## src/rtl/div_unit_if.sv

```systemverilog
// Handshake and operand/result bundle between the EX stage (master) and the
// multi-cycle divider (slave).
interface div_unit_if #(
    parameter int WIDTH = 32
);
    logic               start_i;
    logic               signed_i;
    logic [WIDTH-1:0]   opdata1_i;
    logic [WIDTH-1:0]   opdata2_i;
    logic               annul_i;
    logic [2*WIDTH-1:0] result_o;
    logic               ready_o;
    logic               busy_o;

    modport master (
        output start_i, signed_i, opdata1_i, opdata2_i, annul_i,
        input  result_o, ready_o, busy_o
    );

    modport slave (
        input  start_i, signed_i, opdata1_i, opdata2_i, annul_i,
        output result_o, ready_o, busy_o
    );
endinterface

```

## src/rtl/div_unit.sv

```systemverilog
// Restoring radix-2 divider for DIV/DIVU: one quotient bit per clock,
// result is {remainder, quotient}, sign-corrected on the final iteration.
module div_unit #(
    parameter int WIDTH = 32
) (
    input  logic       clk,
    input  logic       rst,
    div_unit_if.slave  bus
);
    localparam int CW = $clog2(WIDTH);

    localparam logic [1:0] IDLE    = 2'd0;
    localparam logic [1:0] DIVZERO = 2'd1;
    localparam logic [1:0] ON      = 2'd2;
    localparam logic [1:0] END     = 2'd3;

    logic [1:0]         state_reg, state_next;
    logic [CW-1:0]      cnt_reg, cnt_next;
    logic [WIDTH-1:0]   rem_reg, rem_next;
    logic [WIDTH-1:0]   dvd_reg, dvd_next;
    logic [WIDTH-1:0]   dvs_reg, dvs_next;
    logic               neg_q_reg, neg_q_next;
    logic               neg_r_reg, neg_r_next;
    logic [2*WIDTH-1:0] result_reg, result_next;

    logic               a_neg, b_neg;
    logic [WIDTH-1:0]   abs_a, abs_b;
    logic [WIDTH:0]     shifted, diff;
    logic               ge;
    logic [WIDTH-1:0]   rem_step, q_step, q_fix, r_fix;

    assign a_neg = bus.signed_i & bus.opdata1_i[WIDTH-1];
    assign b_neg = bus.signed_i & bus.opdata2_i[WIDTH-1];
    assign abs_a = a_neg ? (~bus.opdata1_i + 1'b1) : bus.opdata1_i;
    assign abs_b = b_neg ? (~bus.opdata2_i + 1'b1) : bus.opdata2_i;

    // shifted < 2*divisor always, so bit WIDTH of the difference is a clean borrow flag
    assign shifted  = {rem_reg, dvd_reg[WIDTH-1]};
    assign diff     = shifted - {1'b0, dvs_reg};
    assign ge       = ~diff[WIDTH];
    assign rem_step = ge ? diff[WIDTH-1:0] : shifted[WIDTH-1:0];
    assign q_step   = {dvd_reg[WIDTH-2:0], ge};
    assign q_fix    = neg_q_reg ? (~q_step + 1'b1) : q_step;
    assign r_fix    = neg_r_reg ? (~rem_step + 1'b1) : rem_step;

    always_comb begin
        state_next  = state_reg;
        cnt_next    = cnt_reg;
        rem_next    = rem_reg;
        dvd_next    = dvd_reg;
        dvs_next    = dvs_reg;
        neg_q_next  = neg_q_reg;
        neg_r_next  = neg_r_reg;
        result_next = result_reg;
        case (state_reg)
            IDLE: begin
                if (bus.start_i && !bus.annul_i) begin
                    if (bus.opdata2_i == '0) begin
                        state_next = DIVZERO;
                        dvd_next   = bus.opdata1_i;
                    end else begin
                        state_next = ON;
                        dvd_next   = abs_a;
                        dvs_next   = abs_b;
                        neg_q_next = a_neg ^ b_neg;
                        neg_r_next = a_neg;
                        cnt_next   = '0;
                        rem_next   = '0;
                    end
                end
            end
            DIVZERO: begin
                if (bus.annul_i) begin
                    state_next = IDLE;
                end else begin
                    state_next  = END;
                    result_next = {dvd_reg, {WIDTH{1'b1}}};
                end
            end
            ON: begin
                // annul wins over completion on the same edge
                if (bus.annul_i) begin
                    state_next = IDLE;
                end else begin
                    dvd_next = q_step;
                    rem_next = rem_step;
                    cnt_next = cnt_reg + 1'b1;
                    if (cnt_reg == CW'(WIDTH - 1)) begin
                        state_next  = END;
                        result_next = {r_fix, q_fix};
                    end
                end
            end
            default: state_next = IDLE;
        endcase
    end

    always_ff @(posedge clk or posedge rst) begin
        if (rst) begin
            state_reg  <= IDLE;
            cnt_reg    <= '0;
            rem_reg    <= '0;
            dvd_reg    <= '0;
            dvs_reg    <= '0;
            neg_q_reg  <= 1'b0;
            neg_r_reg  <= 1'b0;
            result_reg <= '0;
        end else begin
            state_reg  <= state_next;
            cnt_reg    <= cnt_next;
            rem_reg    <= rem_next;
            dvd_reg    <= dvd_next;
            dvs_reg    <= dvs_next;
            neg_q_reg  <= neg_q_next;
            neg_r_reg  <= neg_r_next;
            result_reg <= result_next;
        end
    end

    assign bus.result_o = result_reg;
    assign bus.ready_o  = (state_reg == END);
    assign bus.busy_o   = (state_reg == ON) || (state_reg == DIVZERO);
endmodule

```

## src/flat_wrapper.sv

```systemverilog
// flat-port wrapper written by rule: the top's interface ports become plain ports
module div_unit_flat 
#(
    parameter int WIDTH = 32
)
  (clk, rst, bus_start_i, bus_signed_i, bus_opdata1_i, bus_opdata2_i, bus_annul_i, bus_result_o, bus_ready_o, bus_busy_o);
  div_unit_if #(.WIDTH(WIDTH)) bus_i ();
  input  logic clk;
  input  logic rst;
  input wire logic [$bits(bus_i.start_i)-1:0] bus_start_i;
  input wire logic [$bits(bus_i.signed_i)-1:0] bus_signed_i;
  input wire logic [$bits(bus_i.opdata1_i)-1:0] bus_opdata1_i;
  input wire logic [$bits(bus_i.opdata2_i)-1:0] bus_opdata2_i;
  input wire logic [$bits(bus_i.annul_i)-1:0] bus_annul_i;
  output wire logic [$bits(bus_i.result_o)-1:0] bus_result_o;
  output wire logic [$bits(bus_i.ready_o)-1:0] bus_ready_o;
  output wire logic [$bits(bus_i.busy_o)-1:0] bus_busy_o;
  assign bus_i.start_i = bus_start_i;
  assign bus_i.signed_i = bus_signed_i;
  assign bus_i.opdata1_i = bus_opdata1_i;
  assign bus_i.opdata2_i = bus_opdata2_i;
  assign bus_i.annul_i = bus_annul_i;
  assign bus_result_o = bus_i.result_o;
  assign bus_ready_o = bus_i.ready_o;
  assign bus_busy_o = bus_i.busy_o;
  div_unit #(.WIDTH(WIDTH)) u_core (.clk(clk), .rst(rst), .bus(bus_i));
endmodule
```

## config.mk

```make
export PLATFORM = sky130hd
export DESIGN_NAME = div_unit_flat
export DESIGN_NICKNAME = d
export VERILOG_FILES = /design/src/rtl/div_unit_if.sv /design/src/rtl/div_unit.sv /design/src/flat_wrapper.sv
export SDC_FILE = /design/constraint.sdc
export NUM_CORES = 1
export LEC_CHECK = 0
export ABC_AREA = 1
export BUFFER_PORTS_ARGS = -buffer_cell sky130_fd_sc_hd__buf_2
export CORE_ASPECT_RATIO = 1.2
export CORE_MARGIN = 2
export CORE_UTILIZATION = 40
export CTS_CLUSTER_SIZE = 8
export DETAILED_ROUTE_END_ITERATION = 8
export SYNTH_ARGS = -nofsm -noshare
export SYNTH_HDL_FRONTEND = slang
export SYNTH_SLANG_ARGS = --single-unit
```

## constraint.sdc

```tcl
create_clock -name clk -period 6.5 [get_ports clk]
set_clock_uncertainty 0.2 [all_clocks]
set_input_delay 1.3 -clock clk [delete_from_list [all_inputs] [get_ports clk]]
set_output_delay 1.3 -clock clk [all_outputs]
set_load 0.005 [all_outputs]
```

==> results of run 1 <==
critical path, stage by stage, from the launching register on:
cell and delay [ns]:
dfrtp_1 0.37, inv_1 0.11, ha_1 0.16, inv_1 0.07, fa_1 0.42, nand2_1 0.08, nand2_1 0.09, nand3_2 0.10
nand2_4 0.07, nand2_2 0.09, nand2_4 0.06, nand2_4 0.09, nand3_2 0.26, nand2_8 0.36, ha_1 0.26, nand3_1 0.15
nor3_2 0.21, nand3_1 0.17, nor3_2 0.24, inv_1 0.10, nor4_1 0.66, a31oi_1 0.20, or2_2 0.33, nand3_1 0.07
o21ai_0 0.08, inv_1 0.08
cell type report:
class | count | area share (%)
clock buffers | 18 | 2.76
clock inverters | 14 | 0.643
well taps | 462 | 3.71
inverters | 321 | 7.77
flip-flops and latches | 169 | 27.2
repair buffers | 145 | 4.84
multi-input cells | 1656 | 53.1
how the worst max path moves through the flow:
stage / slack, ns / depth (start not counted) / endpoint
after floorplan: 0.42 / 1 / u_core.bus.result_o[0]$_DFFE_PP0P_
after global placement: 1.40 / 13 / u_core.rem_reg[31]$_DFFE_PP0P_
after detailed placement: 1.23 / 13 / u_core.rem_reg[31]$_DFFE_PP0P_
after CTS: 1.38 / 25 / u_core.bus.result_o[30]$_DFFE_PP0P_
after global routing: 0.88 / 25 / u_core.bus.result_o[30]$_DFFE_PP0P_
final: 1.34 / 25 / u_core.bus.result_o[28]$_DFFE_PP0P_
kinds of logic (layout without fill, tap and decap cells):
logic type                 Yosys count  count (layout)  synth area share [%]
DFF                                169             169                  30.1
AOI/OAI and AO/OA                  344             344                  13.6
and+or+nand+nor                   1211            1211                  37.5
xor gates and xnor gates            58              58                  3.62
buffers and inverters              398             498                  11.2
adders and majority gates           43              43                  3.89
synthesized netlist by cell type, types with 7 or more instances:
master	number	area, um^2
nor2_2	11	68.8
clkbuf_1	54	203
ha_1	42	526
nand4_1	21	131
nand2_1	737	2770
dfrtp_1	169	4230
or2_2	7	43.8
nand3_1	138	691
nor2_1	182	683
o22ai_1	27	169
xnor2_1	15	131
nand2_4	15	169
buf_2	13	65.1
o21ai_0	139	696
o211ai_1	9	67.6
nand2_2	26	163
nor4_1	19	119
xor2_1	43	377
nor3_1	27	135
nand3b_1	7	52.6
a31oi_1	15	93.8
o21ai_1	11	55.1
inv_1	317	1190
a21oi_1	106	531
o31ai_1	20	150
per-stage QoR:
stage | instance area (um^2) | cells | setup WS (ns) | util, %
global route | 15600 | 2785 | 0.878 | 44.7
CTS | 15600 | 2785 | 1.38 | 44.7
finish | 15600 | 2785 | 1.34 | 44.7
floorplan | 14000 | 2223 | 0.425 | -
detailed placement | 15000 | 2753 | 1.23 | 43.2
global placement | 15000 | 2753 | 1.40 | 43.2
layer usage:
metal	part of all wire, %	track usage, %	up-vias
met3	5.1	4.17	85
met2	46	43.8	423
met5	0.027	0	-
li1	-	-	7272
met1	45	36.5	6717
met4	3.8	10.8	2
==> impl_metrics.py, run 1 <==
metrics = {
    "floorplan": {
        "die_h_um": 209,
        "fp-row-count": 75,
        "die-area_um2": 36600,
        "floorplan.initialDensity_pct": 40.3,
        "die_x_um": 175,
        "io_pins": 135,
        "fp.coreArea_um2": 34800,
    },
    "clocking": {
        "clk_latency_ns": 0.46,
        "root_buffer": "clkbuf_16",
        "cts_inserted_buffers": 17,
        "clock_path_buffers": 2,
        "htreeDepth": 4,
        "cts_tree": "built",
        "cts-resized-gates": 0,
        "clk_pin_slew_ns": 0.07,
        "cts_hold_buf": 0,
        "clock-sinks": 169,
        "post-cts-setup-buffers": 0,
    },
    "cells_and_area": {
        "diodes": 0,
        "multi_input_area_um2": 8260,
        "syn_to_final_growth_pct": 10.9,
        "fillers": 3740,
        "register_area_um2": 4230,
        "final_common_cell": "nand2_1",
        "largest_reg_flops": 64,
        "drive_above_1_share_pct": 11.4,
        "nets": 2422,
        "mostFrequentLayoutCells": "nand2_1, inv_1, nor2_1",
    },
    "sta": {
        "slew_violations": 0,
        "layout_min_cycle_time_ns": 5.16,
        "final-setup-viol-count": 0,
        "tns_ns": 0,
        "layout_worst_path_cycle_share_pct": 79.4,
        "fmax_ghz": 0.194,
        "tightest_slew_ns": 1.16,
        "hold_viol": 0,
        "rsz0062_at_grt": "no",
        "holdWs_ns": 0.276,
        "relSlewSlack_pct": 22.7,
    },
    "placement": {
        "gp_congestion": 0.967,
        "dp_hpwl_um": 38500,
        "port_buffers": 134,
    },
    "run": {
        "cap_violations": 0,
    },
    "global_route": {
        "grt_pass1_vias": 13800,
        "grt_pass1_wl_um": 76800,
        "grt_usage_pct": 27.2,
        "antenna_found_initial": 1,
        "grt_max_degree": 74,
        "grt.overflow.total": 0,
    },
    "worst_setup_path": {
        "cp-start-kind": "flop",
        "worst-path-max-fanout": 46,
        "reg2reg_from": "u_core.dvd_reg[31]$_DFFE_PP0P_",
        "arrival_ns": 5.36,
        "regToRegEndpoint": "u_core.bus.result_o[28]$_DFFE_PP0P_",
        "end_kind": "flop",
        "cp.required_ns": 6.69,
        "path_class": "reg -> reg",
        "r2r_cells": 25,
        "rrSetupSlack_ns": 1.34,
        "critPathLaunch": "u_core.dvd_reg[31]$_DFFE_PP0P_",
    },
    "min_path": {
        "whs_endpoint": "u_core.bus.result_o[44]$_DFFE_PP0P_",
        "whs_path_depth": 2,
        "min-delay-start": "u_core.bus.result_o[44]$_DFFE_PP0P_",
        "min_path_type": "reg -> reg",
    },
    "detailed_routing": {
        "vias": 14500,
        "wl_per_cell_um": 17.6,
        "drt_first_pass_iters": 7,
        "routed_wirelength_um": 48900,
        "route.detailed.drc": 0,
        "routed_via_density": 5.21,
        "antenna_left": 0,
        "drt_iter0_drc": 1209,
    },
    "synthesis": {
        "avgSynthCellArea_um2": 6.31,
        "async_flop_share_pct": 100,
        "yosys_register_bits": 169,
        "synthesis.nets": 2335,
        "synthFlopType": "dfrtp_1",
        "synth_edf_count": 0,
        "ys_types": 51,
        "ys_seq_area_share_pct": 30.1,
        "netlist_area_um2": 14000,
        "synth_warnings": 0,
        "synthCells": 2223,
    },
    "status": {
        "outcome": "finished, final reports clean",
    },
}
Power of run 1 is not shown: default switching activity piles up to over one toggle a cycle in this logic, so the estimate is an artifact.
==> run 2: changes to the inputs <==
==> constraint.sdc (replaced) <==
create_clock -name clk -period 4.5 [get_ports clk]
set_clock_uncertainty 0.2 [all_clocks]
set_input_delay 0.9 -clock clk [delete_from_list [all_inputs] [get_ports clk]]
set_output_delay 0.9 -clock clk [all_outputs]
set_load 0.005 [all_outputs]
==> run 2 against run 1 <==
Effect of this change: die area is the same; flip-flop and latch count did not move; fmax increased by 21%; critical endpoint is now u_core.bus.result_o[30]$_DFFE_PP0P_.
==> impl_metrics.py, run 2 (synthesized netlist as in run 1, its figures left out) <==
metrics = {
    "global_route": {
        "grt_pass1_vias": 13900,
        "grt_pass1_wl_um": 76100,
        "grt.overflow.total": 0,
        "grt_usage_pct": 26.7,
        "antenna_found_initial": 0,
        "grt_max_degree": 170,
    },
    "clocking": {
        "htreeDepth": 4,
        "clk_pin_slew_ns": 0.07,
        "clock_path_buffers": 2,
        "cts_tree": "built",
        "clk_latency_ns": 0.46,
        "cts_inserted_buffers": 17,
        "root_buffer": "clkbuf_16",
        "clock-sinks": 169,
        "cts_hold_buf": 0,
    },
    "sta": {
        "layout_worst_path_cycle_share_pct": 94.8,
        "relSlewSlack_pct": 22.9,
        "final-setup-viol-count": 0,
        "hold_viol": 0,
        "layout_min_cycle_time_ns": 4.27,
        "slew_violations": 0,
        "fmax_ghz": 0.234,
        "tightest_slew_ns": 1.16,
    },
    "worst_setup_path": {
        "crit_family": "simple AND/OR/NAND/NOR gates",
        "worst-path-max-fanout": 12,
        "crit_top_cell": "nand2_4",
        "arrival_ns": 4.47,
        "cp-start-kind": "flop",
        "path_buf_inv": 4,
        "end_kind": "flop",
        "critPathSlowestCell": "dfrtp_1",
        "path_class": "reg -> reg",
        "critPathLaunch": "u_core.rem_reg[5]$_DFFE_PP0P_",
        "cp.required_ns": 4.70,
        "reg2reg_from": "u_core.rem_reg[5]$_DFFE_PP0P_",
        "critPathMaxStageDelay_ns": 0.43,
    },
    "placement": {
        "port_buffers": 134,
        "dp_hpwl_um": 37100,
        "gp_congestion": 0.931,
    },
    "cells_and_area": {
        "nets": 2439,
        "largest_reg_flops": 64,
        "diodes": 0,
        "fin_util_pct": 45.6,
        "fillers": 3661,
        "mostFrequentLayoutCells": "nand2_1, inv_1, nor2_1",
        "syn_to_final_growth_pct": 13.0,
        "final_common_cell": "nand2_1",
        "drive_above_1_share_pct": 12.4,
    },
    "detailed_routing": {
        "vias": 14600,
        "routed_via_density": 5.21,
        "drt_first_pass_iters": 5,
        "antenna_left": 0,
        "wl_per_cell_um": 17.1,
        "routed_wirelength_um": 47900,
        "drt_iter0_drc": 1234,
        "route.detailed.drc": 0,
    },
    "floorplan": {
        "die-area_um2": 36600,
        "die_x_um": 175,
        "fp-row-count": 75,
        "fp.coreArea_um2": 34800,
        "die_h_um": 209,
        "floorplan.initialDensity_pct": 40.3,
        "io_pins": 135,
    },
    "min_path": {
        "min-delay-start": "u_core.bus.result_o[21]$_DFFE_PP0P_",
        "min_path_type": "reg -> reg",
    },
    "status": {
        "outcome": "finished, final reports clean",
    },
    "run": {
        "cap_violations": 0,
    },
}
-- run 2: changes by cell type in the layout (fill, tap and decap cells not counted), moves of 2 or more --
cell and delta:
clkbuf_1 +2, ha_4 +2, buf_4 +16, clkinv_2 -4, nand3_4 +2, bufinv_16 +3, inv_6 -2, ha_1 -3
nand3_1 -3, nor3_4 +2
-- run 2: layer usage --
layer	GRT usage [%]	up-vias	wire [um]
li1	-	7301	-
met3	2.93	81	1960
met5	0	-	0
met2	43.7	399	22300
met1	36.3	6807	21900
met4	10.2	0	1680
-- run 2: tightest hold or removal path: stages (launching register included) --
cell	delay [ns]
dfrtp_1	0.34
nand2_1	0.05
nand2_1	0.05
-- run 2: area by class of cell --
type / count / area, um^2 / area share (%)
clock buffer: 21 / 450 / 2.84
clock inverter: 10 / 145 / 0.915
inverter: 321 / 1210 / 7.62
multi-input combinational: 1656 / 8360 / 52.7
sequential: 169 / 4230 / 26.7
tap: 462 / 578 / 3.64
timing repair buffer: 162 / 893 / 5.63
-- run 2: what timing repair did --
item / 4_1_cts / 5_1_grt
setup endpoints to repair: 0 / 9
setup buffers: 0 / 3
gates resized for setup: 0 / 17
-- run 2: worst paths after layout --
kind | slack [ns] | cells past startpoint | endpoint
setup / recovery | 0.23 | 25 | u_core.bus.result_o[30]$_DFFE_PP0P_
hold / removal | 0.27 | 2 | u_core.bus.result_o[21]$_DFFE_PP0P_
setup reg to reg | 0.23 | 25 | u_core.bus.result_o[30]$_DFFE_PP0P_
hold reg to reg | 0.27 | 2 | u_core.bus.result_o[21]$_DFFE_PP0P_
max in group asynchronous | 2.85 | 3 | u_core.dvs_reg[3]$_DFFE_PP0P_
min in group asynchronous | 0.55 | 3 | u_core.bus.result_o[38]$_DFFE_PP0P_
-- run 2: stage by stage --
stage | setup slack (ns) | hold slack (ns) | instances | setup TNS (ns) | cell area (um^2)
2_1_floorplan | 0.350 | 0.253 | 2223 | 0 | 14000
3_3_place_gp | 0.297 | 0.261 | 2767 | 0 | 15100
3_5_place_dp | 0.152 | 0.261 | 2767 | 0 | 15100
4_1_cts | 0.118 | 0.279 | 2798 | 0 | 15700
5_1_grt | -0.0304 | 0.299 | 2801 | -0.0596 | 15900
6_report | 0.234 | 0.275 | 2801 | 0 | 15900
Power of run 2 is left out for the same reason.
